File: config.mk
export PLATFORM = sky130hd
export DESIGN_NAME = gnrc_afifo_ptr
export DESIGN_NICKNAME = d
export VERILOG_FILES = /design/src/rtl/gnrc_afifo_pkg.sv /design/src/rtl/gnrc_bin2gray.sv /design/src/rtl/gnrc_gray2bin.sv /design/src/rtl/gnrc_afifo_ptr.sv
export SDC_FILE = /design/constraint.sdc
export NUM_CORES = 1
export LEC_CHECK = 0
export ABC_AREA = 1
export BUFFER_PORTS_ARGS = -buffer_cell sky130_fd_sc_hd__buf_2
export CORE_UTILIZATION = 56
export CTS_BUF_LIST = sky130_fd_sc_hd__clkbuf_8
export CTS_CLUSTER_SIZE = 30
export DETAILED_ROUTE_END_ITERATION = 12
export PLACE_DENSITY = 0.82
export SLEW_MARGIN = 20
export SYNTH_ARGS = -nofsm -noshare
export SYNTH_HDL_FRONTEND = slang
export SYNTH_SLANG_ARGS = --single-unit
File: constraint.sdc
create_clock -name clk_i -period 4.2 [get_ports clk_i]
set_input_delay 0.84 -clock clk_i [delete_from_list [all_inputs] [get_ports clk_i]]
set_output_delay 0.84 -clock clk_i [all_outputs]
set_load 0.005 [all_outputs]
File: src/rtl/gnrc_afifo_pkg.sv
// ----------------------------------------------------------------------------
// gnrc_afifo_pkg
// Shared types and helpers for the async FIFO pointer blocks.
//   ptr_mode_e     : selects whether a pointer block is the write side (flag =
//                    full) or the read side (flag = empty).
//   gray_full_cmp  : compares a local Gray pointer with a remote Gray pointer
//                    and reports "full". The two pointers are exactly one lap
//                    apart when the top two Gray bits differ and the rest match.
//                    Operands are zero-extended to 64 bits; w is the real
//                    pointer width (>= 3).
// ----------------------------------------------------------------------------
package gnrc_afifo_pkg;

    typedef enum logic {
        PTR_WR = 1'b0,
        PTR_RD = 1'b1
    } ptr_mode_e;

    localparam int GRAY_CMP_W = 64;

    // Full means "one whole lap ahead". In Gray code that is the remote value
    // with its two most significant bits inverted.
    function automatic logic gray_full_cmp(
        input logic [GRAY_CMP_W-1:0] gray,
        input logic [GRAY_CMP_W-1:0] rgray,
        input int unsigned           w
    );
        logic [GRAY_CMP_W-1:0] wmask;
        logic [GRAY_CMP_W-1:0] tmask;
        wmask = (w >= GRAY_CMP_W) ? '1 : ((64'd1 << w) - 64'd1);
        tmask = 64'd3 << (w - 2);
        return ((gray ^ tmask) & wmask) == (rgray & wmask);
    endfunction

endpackage

File: src/rtl/gnrc_bin2gray.sv
// ----------------------------------------------------------------------------
// gnrc_bin2gray
// Purely combinational binary to Gray conversion.
//   N      : word width
//   bin_i  : binary input  [N-1:0]
//   gray_o : Gray output   [N-1:0]
// ----------------------------------------------------------------------------
module gnrc_bin2gray #(
    parameter int N = 4
) (
    input  logic [N-1:0] bin_i,
    output logic [N-1:0] gray_o
);

    // Each Gray bit is the XOR of a binary bit with its upper neighbour.
    assign gray_o = bin_i ^ (bin_i >> 1);

endmodule

File: src/rtl/gnrc_gray2bin.sv
// ----------------------------------------------------------------------------
// gnrc_gray2bin
// Purely combinational Gray to binary conversion.
//   N      : word width
//   gray_i : Gray input    [N-1:0]
//   bin_o  : binary output [N-1:0]
// ----------------------------------------------------------------------------
module gnrc_gray2bin #(
    parameter int N = 4
) (
    input  logic [N-1:0] gray_i,
    output logic [N-1:0] bin_o
);

    // Binary bit i is the XOR of all Gray bits from the MSB down to i.
    // Written as a reduction per bit so there is no chain through bin_o.
    for (genvar i = 0; i < N; i++) begin : g_bit
        assign bin_o[i] = ^gray_i[N-1:i];
    end

endmodule

File: src/rtl/gnrc_afifo_ptr.sv
// ----------------------------------------------------------------------------
// gnrc_afifo_ptr
// One pointer domain of an asynchronous FIFO. It holds the binary address
// counter, the registered Gray pointer handed to the other clock domain, the
// synchroniser for the other domain's Gray pointer, and the full flag (write
// side) or empty flag (read side).
//
// Parameters
//   AW          : address width, FIFO depth = 2**AW (>= 2)
//   SYNC_STAGES : flops in the remote pointer synchroniser (>= 2)
//   MODE        : PTR_WR -> flag_o is full, PTR_RD -> flag_o is empty
//
// Ports
//   clk_i         : local domain clock
//   rst_i         : synchronous active-high reset
//   inc_i         : advance request (push on write side, pop on read side)
//   remote_gray_i : Gray pointer from the other domain (asynchronous)
//   ptr_gray_o    : registered Gray pointer sent to the other domain
//   addr_o        : RAM address, low AW bits of the binary counter
//   flag_o        : registered full (PTR_WR) or empty (PTR_RD)
//   level_o       : registered occupancy, present only when the macro
//                   GNRC_AFIFO_PTR_LEVEL_EN is defined
// ----------------------------------------------------------------------------
module gnrc_afifo_ptr
    import gnrc_afifo_pkg::*;
#(
    parameter int        AW          = 4,
    parameter int        SYNC_STAGES = 2,
    parameter ptr_mode_e MODE        = PTR_WR
) (
    input  logic          clk_i,
    input  logic          rst_i,
    input  logic          inc_i,
    input  logic [AW:0]   remote_gray_i,
    output logic [AW:0]   ptr_gray_o,
    output logic [AW-1:0] addr_o,
    output logic          flag_o
`ifdef GNRC_AFIFO_PTR_LEVEL_EN
   ,output logic [AW:0]   level_o
`endif
);

    // The read side starts empty, the write side starts not-full.
    localparam logic FLAG_RST = (MODE == PTR_RD);

    logic [AW:0] bin_q;
    logic [AW:0] bin_d;
    logic [AW:0] gray_d;
    logic [AW:0] ptr_gray_q;
    logic        flag_q;
    logic        flag_d;
    logic        incEff;
    logic [AW:0] sync_q [SYNC_STAGES];
    logic [AW:0] rsync;

    // An increment is only honoured when the flag registered at this edge is
    // clear, so a push into a full FIFO or a pop from an empty one is dropped.
    assign incEff = inc_i & ~flag_q;
    assign bin_d  = bin_q + {{AW{1'b0}}, incEff};
    assign rsync  = sync_q[SYNC_STAGES-1];

    gnrc_bin2gray #(
        .N (AW+1)
    ) u_bin2gray (
        .bin_i  (bin_d),
        .gray_o (gray_d)
    );

    // The flag looks at the next pointer value so the access that fills or
    // empties the FIFO raises the flag on the very next cycle.
    always_comb begin
        flag_d = 1'b0;
        if (MODE == PTR_WR) begin
            flag_d = gray_full_cmp(64'(gray_d), 64'(rsync), AW + 1);
        end else begin
            flag_d = (gray_d == rsync);
        end
    end

    // Local pointer state and flag. The Gray output comes straight from a
    // flop so the other domain never sees combinational glitches.
    always_ff @(posedge clk_i) begin
        if (rst_i) begin
            bin_q      <= '0;
            ptr_gray_q <= '0;
            flag_q     <= FLAG_RST;
        end else begin
            bin_q      <= bin_d;
            ptr_gray_q <= gray_d;
            flag_q     <= flag_d;
        end
    end

    // Remote pointer synchroniser. Reset clears every stage so stale values
    // from before the reset cannot leak into the flag afterwards.
    always_ff @(posedge clk_i) begin
        if (rst_i) begin
            for (int s = 0; s < SYNC_STAGES; s++) begin
                sync_q[s] <= '0;
            end
        end else begin
            sync_q[0] <= remote_gray_i;
            for (int s = 1; s < SYNC_STAGES; s++) begin
                sync_q[s] <= sync_q[s-1];
            end
        end
    end

    assign ptr_gray_o = ptr_gray_q;
    assign addr_o     = bin_q[AW-1:0];
    assign flag_o     = flag_q;

`ifdef GNRC_AFIFO_PTR_LEVEL_EN
    logic [AW:0] rbin;
    logic [AW:0] level_q;
    logic [AW:0] level_d;

    gnrc_gray2bin #(
        .N (AW+1)
    ) u_gray2bin (
        .gray_i (rsync),
        .bin_o  (rbin)
    );

    // Occupancy is the modular distance between the two binary pointers,
    // taken from the writer's point of view on either side.
    always_comb begin
        level_d = '0;
        if (MODE == PTR_WR) begin
            level_d = bin_d - rbin;
        end else begin
            level_d = rbin - bin_d;
        end
    end

    // Occupancy register, cleared with the rest of the pointer state.
    always_ff @(posedge clk_i) begin
        if (rst_i) begin
            level_q <= '0;
        end else begin
            level_q <= level_d;
        end
    end

    assign level_o = level_q;
`endif

endmodule

# Yosys cells after proc, flatten, opt, wreduce, memory -nomap -nowiden
# Memories as Yosys holds them, arrays and structs flattened.
# Cells that the tools add are included.
# W data, S select, Z words.
[totals]
ff_bits = 11
latch_bits = 0
ram_bits = 10
rom_bits = 0
input_bits = 8
output_inout_bits = 10
wordCells = 17
mem_count = 1
[op_classes]
n_addsub = 1
n_mul = 0
div_mod_pow = 0
magnitude_cmp = 0
n_eq_ne = 1
shift = 0
n_mux = 5
bitwise = 6
n_reduce_logical = 0
[mem_list]
columns = ["name", "words", "width", "read_ports", "rd_clocked_by_memory_dff", "write_ports", "line_no", "rtl"]
rows = [
  ["sync_q", 2, 5, 2, 0, 2, "gnrc_afifo_ptr.sv:53", "logic [AW:0] sync_q [SYNC_STAGES];"],
]
[op_table]
columns = ["cell", "n"]
rows = [
  ["$mux W5", 2],
  ["$add A5 B1 Y5", 1],
  ["$eq A5 B5 Y1", 1],
  ["$xor A5 B4 Y5", 1],
  ["$mux W1", 3],
  ["$not A2 Y2", 1],
  ["$or A1 B1 Y1", 2],
  ["$and A1 B1 Y1", 1],
  ["$not A1 Y1", 1],
]

# Depth between registers and ports, before layout
[depth]
depth_word = 6
depth_mapped = 13
mapped_depth_nobuf = 13

# Hierarchy
# From an unflattened synthesis, not the netlist that was laid out.
[unflattened]
hier_cells = 118
area_unflattened_um2 = 862.1
[by_module_without_submodules]
columns = ["mod", "n_inst", "cells_each", "area_per_inst_um2", "seq_area_each_um2"]
rows = [
  ["gnrc_afifo_ptr", 1, 100, 790.8, 420.4],
  ["gnrc_bin2gray", 1, 18, 71.3, 0.0],
]

# Worst setup path after synthesis
# No wires, ideal clock.
[synth_timing]
path_kind = "in2reg"
start = "in inc_i"
end = "reg flag_q (netlist: flag_o)"
setup_ns = 0.064
arrival_time_ns = 2.002
required_ns = 4.136
setup_slack_ns = 2.134
stages = 12
n_path_buf = 0
cell_sequence = "inv_1 nor2_1 ha_1 ha_1 inv_2 nor2_1 nor2_1 nand2_1 nand3b_1 nor2_1 nand2_1 nor2_1"
[synth_between]
elab_cells_between_ends = 5
classes_between = "add/sub (1); eq/ne (1); bitwise (3)"
[synth_lines]
columns = ["element", "line_no", "rtl"]
rows = [
  ["start, declared", "gnrc_afifo_ptr.sv:33", "input logic inc_i,"],
  ["$and A1 B1 Y1", "gnrc_afifo_ptr.sv:58", "assign incEff = inc_i & ~flag_q;"],
  ["$add A5 B1 Y5", "gnrc_afifo_ptr.sv:59", "assign bin_d = bin_q + {{AW{1'b0}}, incEff};"],
  ["named net bin_d[1]", "gnrc_afifo_ptr.sv:47", "logic [AW:0] bin_d;"],
  ["$xor A5 B4 Y5", "gnrc_bin2gray.sv:16", "assign gray_o = bin_i ^ (bin_i >> 1);"],
  ["$eq A5 B5 Y1", "gnrc_afifo_pkg.sv:32", "return ((gray ^ tmask) & wmask) == (rgray & wmask);"],
  ["end signal, assigned", "gnrc_afifo_ptr.sv:90", "flag_q <= flag_d;"],
  ["end, declared", "gnrc_afifo_ptr.sv:50", "logic flag_q;"],
]
# The timed path passes the listed nets, and every way through them passes these cells.
# A chain may end at the register's enable or synchronous reset.

# Worst setup path after layout
[layout_timing]
start = "in inc_i"
end = "reg flag_q (netlist: flag_o)"
[layout_between]
elab_chain_len = 5
[layout_rtl]
columns = ["element", "line_no"]
rows = [
  ["$and A1 B1 Y1 *", "gnrc_afifo_ptr.sv:58"],
  ["$add A5 B1 Y5 *", "gnrc_afifo_ptr.sv:59"],
  ["$xor A5 B4 Y5 *", "gnrc_bin2gray.sv:16"],
  ["$not A2 Y2 (no source line)", "--"],
  ["$eq A5 B5 Y1 *", "gnrc_afifo_pkg.sv:32"],
]
# Mark *: on every way between the ends. The rest lies on a longest branch, timed or not.

==> key figures <==
Critical path
  • CP Capture Type: register
  • CP arrival: 2.22 ns
  • Worst Path Required: 4.36 ns
  • FF-to-FF setup slack: 2.49 ns
  • Max FO, Critical Path: 6
  • CP Launch Type: input pin
  • Worst r2r src: flag_o
  • Crit Path Category: in2reg
  • Worst r2r dst: flag_o
  • R2r worst-path depth: 12

Logic synthesis
  • Post-synthesis register bit count: 20
  • Commonest cells post-synth: 29 x nand2_1, 25 x nor2_1, 20 x dfxtp_1, 16 x inv_1
  • Post-Synthesis Cells: between 100 and 150
  • Most frequent cell after synthesis: nand2_1
  • Synth warnings: 0
  • Post-synth top area share: 47.3%
  • Synth Flop Type: dfxtp_1
  • Avg Synthesized Cell Area: 7.18 um2
  • Cell variety after synth: 18
  • Sequential share of the synthesized area: 47.3%
  • Top post-synthesis cells by area: dfxtp_1 47%, nand2_1 13%, nor2_1 11%
  • Syn nets: roughly 130
  • Async SR Flop Fraction: 0%
  • Cell taking the most area after synthesis: dfxtp_1
  • Mapped cell area: 847 um2
  • Number of flops mapped to enable cells by yosys: 0

Clock tree
  • Root Buffer: clkbuf_8
  • # hold bufs at CTS: 0
  • Post_cts resized: 0
  • Setup bufs post-CTS: 0
  • Clock sinks: 20
  • Clk_lat worst skew: 0.25 ns
  • Clock slew at reported path FFs: 0.07 ns
  • CTS tree: done
  • CTS H-Tree Depth: 1
  • CTS buffer count: 3
  • Clock buffer depth: 2

Finish
  • Area delta synth->final: 16.4%
  • Share of layout cells above drive strength 1: 22.1%
  • Ant. Diodes: 0
  • Non-Filler Instances: 151
  • Finished layout cell area: 986 um2
  • Fin nets: between 100 and 150

Drt
  • Routed via count: 726
  • Antenna Nets Post-Route: 0
  • DRC violations left: 0
  • Initial detailed-routing violation count: 15
  • Post-DR wirelength/cell: 9.43 um
  • Router iterations before antenna repair: 4
  • Vias/cell: 4.81
  • Final wirelength: 1420 um

Hold path
  • HP Class: reg2reg
  • WHS Path Cells: 2
  • Beginning of the worst hold path: sync_q[0][1]
  • Hold Path Sink: sync_q[0][6]

Global route
  • Antenna violations before repair: 0
  • Grt ovf: 0
  • Vias in the first global route: 521
  • Largest net degree at the start of global routing: 21
  • Overall routing resource usage: 18.5%
  • First-pass GRT wire length: around 1900 um

Pwr
  • PnR Total Power: 0.385 mW
  • P_leak: 0.514 nW
  • Switching power total: 0.0859 mW
  • Switching share of total power: around 22%
  • Pint: about 0.3 mW
  • Sequential Power Share: 52.7%
  • Combinational fraction of design power: about a tenth
  • VDD IR max: between 0.0003 and 0.0004 V
  • PD cells: a little under 400 mW/mm2
  • Clock Power Share: 36.7%

Timing
  • Count of final hold-check violations: 0
  • Final slew viol count: 0
  • Fin crit period: 2.06 ns
  • Final Skew: 0.00160 ns
  • Worst Tran Pin Value: 0.330 ns
  • Upper clock frequency limit: around 480 MHz
  • Final Cycle Share: just under 50%
  • Max_slew headroom: just under 80%
  • Setup violators final: 0
  • RSZ-0062 raised after global routing: false
  • Setup ws final: approximately 2.1 ns
  • Final setup TNS: 0 ns

Floorplan
  • Die Ht: 40.9 um
  • Initial core utilization: 62.7%
  • Die area: 0.00167 mm2
  • Core area: 0.00135 mm2
  • Chip width: 40.9 um
  • I/O Pins: 18
  • Num rows: 13

Placement
  • Final RePlAce weighted congestion: 0.721
  • Cells after DPL: roughly 150
  • Pre-CTS setup slack: 1.90 ns
  • Post-DP Area: 931 um2
  • IO Port Bufs: 17
  • Final HPWL DP: 1070 um

Flow run
  • MaxCap Viol Count: 0

Run status
  • Status: finished, final reports clean
[metrics by stage]
step                      hold WS, ns  utilization [%]
after floorplan                 0.388                -
after global placement          0.389             69.0
after detailed placement        0.392             69.0
after CTS                       0.402             73.0
after global routing            0.408             73.0
final                           0.401             73.0
[state kept, by name, indices dropped and copies added (netlist names)]
register	cells
bin_q	5
ptr_gray_o	4
flag_o	1
sync_q	10
[how the worst max path moves through the flow]
stage / start / endpoint / depth (start not counted)
final: inc_i / flag_o / 14
after global routing: inc_i / flag_o / 14
after global placement: inc_i / flag_o / 13
after floorplan: inc_i / flag_o / 12
after detailed placement: inc_i / flag_o / 14
after CTS: inc_i / flag_o / 14
[placed cells by master (no fill, tap or decap)]
master	n
nand2_2	5
inv_2	1
nor2_2	1
nor2_1	25
dfxtp_1	20
nand2_1	29
a21oi_1	2
buf_2	17
clkbuf_8	4
nand3b_1	2
nand3_1	5
o21bai_1	1
clkinv_2	1
inv_1	16
ha_1	2
nand4_1	4
nand3_2	1
[kinds of logic after synthesis]
family / after synthesis / share of synthesized area [%]
AOI/OAI and AO/OA: 3 / 2.07
and+or+nand+nor: 72 / 37.2
DFF: 20 / 47.3
buffers and inverters: 21 / 10.5
adders and majority gates: 2 / 2.95
[power by group through the flow]
| stage | clock network (mW) | logic [mW] | registers [mW] |
|---|---|---|---|
| final | 0.141 | 0.0409 | 0.203 |
| after global routing | 0.152 | 0.0477 | 0.204 |
| after CTS | 0.145 | 0.0413 | 0.203 |
| after detailed placement | 0 | 0.0408 | 0.207 |
| after global placement | 0 | 0.0388 | 0.207 |
| after floorplan | 0 | 0.0286 | 0.207 |
[worst max-delay path, cell delays in order]
cell and delay [ns]:
buf_2 0.07, inv_1 0.03, nor2_1 0.09, ha_1 0.23, ha_1 0.28, inv_1 0.10
nand2_1 0.09, nand2_2 0.09, nand2_1 0.06, nand2_1 0.08, nor2_1 0.11, nor2_1 0.06
nand2_1 0.06, nor2_1 0.04
[metal layers]
metal  share of wire, %  vias to the layer above  global-route usage, %
li1                   -                      392                      -
met1                 44                      315                   18.9
met2                 50                       16                   32.4
met3                3.7                        3                   4.89
met4                2.0                        0                   12.5
met5                  0                        -                      0
[layout make-up]
type	count	area [um2]
fillers	106	364
flip-flops and latches	20	400
clock buffers	4	55.1
inverters	18	68.8
repair buffers	17	85.1
multi-input cells	77	358
well taps	15	18.8
No activity file was read; power rests on OpenSTA's default activity.
